<file path="src/rtl/button_event_pkg.sv">
`default_nettype none
// ============================================================================
// Module   : button_event_pkg
// Purpose  : Shared button FSM state encoding and Interrupt bit positions.
// Revision : 1.0 - initial release
// ============================================================================
package button_event_pkg;

    typedef enum logic [1:0] {
        RELEASED     = 2'd0,
        PRESS_WAIT   = 2'd1,
        PRESSED      = 2'd2,
        RELEASE_WAIT = 2'd3
    } btn_state_e;

    localparam logic [1:0] ST_RELEASED     = RELEASED;
    localparam logic [1:0] ST_PRESS_WAIT   = PRESS_WAIT;
    localparam logic [1:0] ST_PRESSED      = PRESSED;
    localparam logic [1:0] ST_RELEASE_WAIT = RELEASE_WAIT;

    localparam int RESET_RELEASE = 0;
    localparam int RESET_PRESS   = 1;
    localparam int POWER_RELEASE = 2;
    localparam int POWER_PRESS   = 3;

endpackage
`default_nettype wire

</file>
<file path="src/rtl/button_debounce.sv">
`default_nettype none
// ============================================================================
// Module   : button_debounce
// Purpose  : Synchronises one active-low button pin and debounces it on the
//            shared tick, producing a level and one-cycle press/release pulses.
// Revision : 1.0 - initial release
// ============================================================================
module button_debounce
    import button_event_pkg::*;
#(
    parameter int DEBOUNCE_MS = 20
) (
    input  logic clk,
    input  logic rst_n,
    input  logic i_button_n,
    input  logic i_tick,
    output logic o_level,
    output logic o_press,
    output logic o_release
);

    localparam int            CW     = $clog2(DEBOUNCE_MS + 1);
    localparam logic [CW-1:0] C_LAST = CW'(DEBOUNCE_MS - 1);

    logic          sync1_q, sync2_q;
    logic [1:0]    state_q, state_d;
    logic [CW-1:0] cnt_q, cnt_d;
    logic          level_q, level_d;
    logic          press_q, press_d;
    logic          release_q, release_d;
    logic          w_pressed;

    // Synchroniser idles high so a reset never looks like a press.
    assign w_pressed = ~sync2_q;

    always_comb begin
        state_d   = state_q;
        cnt_d     = cnt_q;
        press_d   = 1'b0;
        release_d = 1'b0;
        case (state_q)
            ST_RELEASED: begin
                if (w_pressed) begin
                    state_d = ST_PRESS_WAIT;
                    cnt_d   = '0;
                end
            end
            ST_PRESS_WAIT: begin
                if (!w_pressed) begin
                    state_d = ST_RELEASED;
                end else if (i_tick) begin
                    if (cnt_q == C_LAST) begin
                        state_d = ST_PRESSED;
                        press_d = 1'b1;
                    end else begin
                        cnt_d = cnt_q + 1'b1;
                    end
                end
            end
            ST_PRESSED: begin
                if (!w_pressed) begin
                    state_d = ST_RELEASE_WAIT;
                    cnt_d   = '0;
                end
            end
            ST_RELEASE_WAIT: begin
                if (w_pressed) begin
                    state_d = ST_PRESSED;
                end else if (i_tick) begin
                    if (cnt_q == C_LAST) begin
                        state_d   = ST_RELEASED;
                        release_d = 1'b1;
                    end else begin
                        cnt_d = cnt_q + 1'b1;
                    end
                end
            end
            default: begin
                state_d = ST_RELEASED;
            end
        endcase
        level_d = (state_d == ST_PRESSED) || (state_d == ST_RELEASE_WAIT);
    end

    always_ff @(posedge clk or negedge rst_n) begin
        if (!rst_n) begin
            sync1_q   <= 1'b1;
            sync2_q   <= 1'b1;
            state_q   <= ST_RELEASED;
            cnt_q     <= '0;
            level_q   <= 1'b0;
            press_q   <= 1'b0;
            release_q <= 1'b0;
        end else begin
            sync1_q   <= i_button_n;
            sync2_q   <= sync1_q;
            state_q   <= state_d;
            cnt_q     <= cnt_d;
            level_q   <= level_d;
            press_q   <= press_d;
            release_q <= release_d;
        end
    end

    assign o_level   = level_q;
    assign o_press   = press_q;
    assign o_release = release_q;

endmodule
`default_nettype wire

</file>
<file path="src/rtl/button_event_gen.sv">
`default_nettype none
// ============================================================================
// Module   : button_event_gen
// Purpose  : Front-panel power/reset button conditioner driving the interrupt
//            controller; optional power long-press via BUTTON_LONG_PRESS_EN.
// Revision : 1.0 - initial release
// ============================================================================
module button_event_gen
    import button_event_pkg::*;
#(
    parameter int TICK_DIV      = 33000,
    parameter int DEBOUNCE_MS   = 20,
    parameter int LONG_PRESS_MS = 4000
) (
    input  logic       LpcClock,
    input  logic       PciReset,
    input  logic       PowerButtonN,
    input  logic       ResetButtonN,
    output logic [3:0] Interrupt,
    output logic       PowerButtonLevel,
    output logic       ResetButtonLevel,
    output logic       PowerLongPress
);

    localparam int            PW           = (TICK_DIV > 1) ? $clog2(TICK_DIV) : 1;
    localparam logic [PW-1:0] C_PRESC_LAST = PW'(TICK_DIV - 1);

    logic [PW-1:0] presc_q, presc_d;
    logic          w_tick;
    logic          w_power_press, w_power_release;
    logic          w_reset_press, w_reset_release;

    assign w_tick  = (presc_q == C_PRESC_LAST);
    assign presc_d = w_tick ? '0 : presc_q + 1'b1;

    always_ff @(posedge LpcClock or negedge PciReset) begin
        if (!PciReset) begin
            presc_q <= '0;
        end else begin
            presc_q <= presc_d;
        end
    end

    button_debounce #(
        .DEBOUNCE_MS (DEBOUNCE_MS)
    ) u_power (
        .clk        (LpcClock),
        .rst_n      (PciReset),
        .i_button_n (PowerButtonN),
        .i_tick     (w_tick),
        .o_level    (PowerButtonLevel),
        .o_press    (w_power_press),
        .o_release  (w_power_release)
    );

    button_debounce #(
        .DEBOUNCE_MS (DEBOUNCE_MS)
    ) u_reset (
        .clk        (LpcClock),
        .rst_n      (PciReset),
        .i_button_n (ResetButtonN),
        .i_tick     (w_tick),
        .o_level    (ResetButtonLevel),
        .o_press    (w_reset_press),
        .o_release  (w_reset_release)
    );

    always_comb begin
        Interrupt                = 4'b0000;
        Interrupt[POWER_PRESS]   = w_power_press;
        Interrupt[POWER_RELEASE] = w_power_release;
        Interrupt[RESET_PRESS]   = w_reset_press;
        Interrupt[RESET_RELEASE] = w_reset_release;
    end

`ifdef BUTTON_LONG_PRESS_EN
    localparam int            LW       = $clog2(LONG_PRESS_MS + 1);
    localparam logic [LW-1:0] C_LP_MAX = LW'(LONG_PRESS_MS);

    logic [LW-1:0] lp_cnt_q, lp_cnt_d;
    logic          lp_pulse_q, lp_pulse_d;

    // Level low means RELEASED/PRESS_WAIT; a RELEASE_WAIT bounce keeps the count.
    always_comb begin
        lp_cnt_d   = lp_cnt_q;
        lp_pulse_d = 1'b0;
        if (!PowerButtonLevel) begin
            lp_cnt_d = '0;
        end else if (w_tick && (lp_cnt_q != C_LP_MAX)) begin
            lp_cnt_d   = lp_cnt_q + 1'b1;
            lp_pulse_d = (lp_cnt_q == (C_LP_MAX - 1'b1));
        end
    end

    always_ff @(posedge LpcClock or negedge PciReset) begin
        if (!PciReset) begin
            lp_cnt_q   <= '0;
            lp_pulse_q <= 1'b0;
        end else begin
            lp_cnt_q   <= lp_cnt_d;
            lp_pulse_q <= lp_pulse_d;
        end
    end

    assign PowerLongPress = lp_pulse_q;
`else
    assign PowerLongPress = 1'b0;
`endif

endmodule
`default_nettype wire

</file>
<file path="config.mk">
export PLATFORM = sky130hd
export DESIGN_NAME = button_event_gen
export DESIGN_NICKNAME = d
export VERILOG_FILES = /design/src/rtl/button_event_pkg.sv /design/src/rtl/button_debounce.sv /design/src/rtl/button_event_gen.sv
export SDC_FILE = /design/constraint.sdc
export NUM_CORES = 1
export LEC_CHECK = 0
export ABC_AREA = 1
export CORE_MARGIN = 2
export CORE_UTILIZATION = 51
export CTS_CLUSTER_SIZE = 14
export DETAILED_ROUTE_END_ITERATION = 7
export PLACE_DENSITY = 0.8
export SYNTH_ARGS = -nofsm -noshare
export SYNTH_HDL_FRONTEND = slang
export SYNTH_SLANG_ARGS = --single-unit
</file>
<file path="constraint.sdc">
create_clock -name LpcClock -period 2.2 [get_ports LpcClock]
set_input_delay 0.44 -clock LpcClock [delete_from_list [all_inputs] [get_ports LpcClock]]
set_output_delay 0.44 -clock LpcClock [all_outputs]
set_load 0.05 [all_outputs]
</file>
==> results.yml <==
worst_setup_path:
  cp_slowest_cell: "clkdlybuf4s50_1"
  worst_ep_arrival_time_ns: 1.44
  cpPeakStageDelay_ns: 0.80
  worstPathRequired_ns: 1.76
  critical_path.top_delay_family: "buffers and inverters"
  criticalPathCategory: "flip-flop to output port"
  crit_path_end_kind: "output port"
  regToRegSetupSlack_ns: 0.49
  reg2reg_depth: 8
  worst_setup_path_start_kind: "flip-flop"
  r2r-end: "u_power.o_level"
  worstPathCellList: "clkdlybuf4s50_1"
  critPathMaxFanout: 1
  timing.rr.start: "presc_q[0]"
  critPathBufInv: 1
drt:
  drtPass1Iterations: 5
  wirelength_mm: 3.82
  detail-route-antenna-nets: 0
  viasPerCell: 4.91
  drc: 0
  num_vias: 1666
  first_iter_violations: 102
  wl_per_cell_um: 11.3
final_layout:
  fin_nets: 295
  final_area_um2: 2340
  multi_input_area_um2: 901
  register_area_um2: 1010
  drive_gt1_frac: 0.104
  synthToLayoutAreaGrowth_pct: 9.95
  antennaDiodeCount: 0
  n_fill_cell: 370
power:
  p_leak_nw: 1.18
  power_mw: 1.32
  power_per_cell_area_nw_per_um2: 565
  power_frac_comb: 0.036
  clkPwrFrac: 0.394
  seqPwrFrac: 0.570
  ir_drop_mv: 0.361
  p_int_mw: 1.01
  switching_power_mw: 0.307
  switching_share: 0.233
die:
  dieArea_um2: 4700
  start_util: 0.531
  core-area_um2: 4000
  io_pins: 11
  rows: 23
  die_w_um: 68.6
  die_y_um: 68.6
logic_synthesis:
  seq_area_frac_synth: 0.473
  ys_ff_latch: 40
  synth_cell_types: 26
  yosysWarningCount: 0
  syn_avg_cell_area_um2: 7.70
  syn_area_um2: 2130
  postSynthCellCount: 276
  syn_nets: 283
global_routing:
  groute.usage.overall: 0.187
  antenna_found_initial: 0
  grt_pass1_vias: 1481
  grt_pass1_wl_mm: 6.39
  grt_overflow: 0
  grt_max_degree: 16
sta:
  skew_ns: 0.0133
  fmax_ghz: 0.532
  drv_slew: 0
  layout_setup_ws_ns: 0.320
  rsz0062_at_grt: "false"
  finalHoldViolCount: 0
  period_needed_ns: 1.88
  final-setup-viol-count: 0
  post-route-period-util: 0.854
  tns_ns: 0
place:
  place_area_um2: 2240
  place.gp.congestion: 0.928
  dpl.hpwl_mm: 2.86
  io_buffers: 9
  dp_slack_ns: 0.479
clock_network:
  cts.sinks: 40
  clk_pin_slew_ns: 0.09
  cts_tree: "done"
  clockBufferDepth: 2
  cts.hold.buffers_added: 0
  cts_buffers: 5
  post_cts.repair.setup_buffers: 0
  clk_latency_ns: 0.30
  htree_levels: 2
  cts.repair.resized: 0
  cts_root_buffer: "clkbuf_8"
status:
  status: "complete, no violations"
min_path:
  hp-class: "input pin to async pin"
job:
  max-cap-violations: 0
-- synth_stat cells, drive strengths merged --
cell type   n  share of area
nand2      71           0.13
nor2       51          0.099
inv        44          0.078
dfrtp      36           0.42
nand3      26          0.075
nand4       9          0.026
xor2        7          0.029
buf         6          0.023
nor3        6          0.014
a21oi       4         0.0094
dfstp       4          0.049
ha          3          0.018
o21ai       3         0.0071
or2         2         0.0059
clkinv      1         0.0024
conb        1         0.0018
nor3b       1         0.0035
xnor2       1         0.0041
-- state kept, by name, indices dropped and copies added (netlist names), 2 cells and up --
register and count:
presc_q 16, u_power.cnt_q 5, u_reset.cnt_q 5, u_power.state_q 2, u_reset.state_q 2
-- cells by family after synthesis --
group	Yosys count	share of synthesized area
XOR/XNOR	8	0.0330
adder cells (fa/ha/maj)	3	0.0177
flip-flops	40	0.473
AND/OR/NAND/NOR	166	0.355
other	1	0.00176
AO/OA/AOI/OAI	7	0.0165
buffers and inverters	51	0.103
-- per-layer routing --
layer	global-route usage	part of all wire	up-vias
li1	-	-	865
met3	0.0536	0.033	6
met4	0.0650	0.014	0
met1	0.247	0.50	777
met2	0.292	0.45	18
met5	0	0	-
-- how the worst max path moves through the flow --
stage	startpoint	to	slack, ns	cells past startpoint
global placement	presc_q[0]	u_power.o_level	0.53	8
CTS	u_power.o_level	PowerButtonLevel	0.31	1
detailed placement	presc_q[0]	u_power.o_level	0.48	8
floorplan	presc_q[0]	u_reset.o_level	0.84	9
finish	u_power.o_level	PowerButtonLevel	0.32	1
global route	u_reset.o_press	Interrupt[1]	0.27	1
-- placed cells by master (no fill, tap or decap), drive strengths merged --
cell type | netlist | routed
a21oi | 4 | 4
nor2 | 51 | 51
conb | 1 | 1
clkbuf | 0 | 6
clkdlybuf4s50 | 0 | 8
clkinv | 1 | 1
inv | 44 | 44
nand3 | 26 | 26
o21ai | 3 | 3
nor3b | 1 | 1
or2 | 2 | 2
nand2 | 71 | 71
nand4 | 9 | 9
xor2 | 7 | 7
ha | 3 | 3
buf | 6 | 3
dfstp | 4 | 4
clkinvlp | 0 | 2
nor3 | 6 | 6
xnor2 | 1 | 1
dfrtp | 36 | 36
-- layout make-up --
type                       instances  area share
clock inverter                     2     0.00642
sequential                        40       0.430
timing repair buffer              11      0.0428
clock buffer                       6      0.0353
tap                               50      0.0268
multi-input combinational        185       0.385
inverter                          45      0.0728
-- per-stage QoR --
stage | hold slack, ns | util | cells
2_1_floorplan | 0.144 | - | 276
3_3_place_gp | 0.347 | 0.560 | 331
3_5_place_dp | 0.348 | 0.560 | 331
4_1_cts | 0.0326 | 0.584 | 339
5_1_grt | 0.0347 | 0.584 | 339
6_report | 0.0277 | 0.584 | 339
-- power groups by stage --
stage          combinational [mW]  sequential [mW]  clock (mW)
6_report                   0.0480            0.752       0.520
3_5_place_dp               0.0484            0.766           0
5_1_grt                    0.0558            0.753       0.568
4_1_cts                    0.0493            0.752       0.536
3_3_place_gp               0.0486            0.766           0
2_1_floorplan              0.0242            0.765           0
No activity file was read; power rests on OpenSTA's default activity.
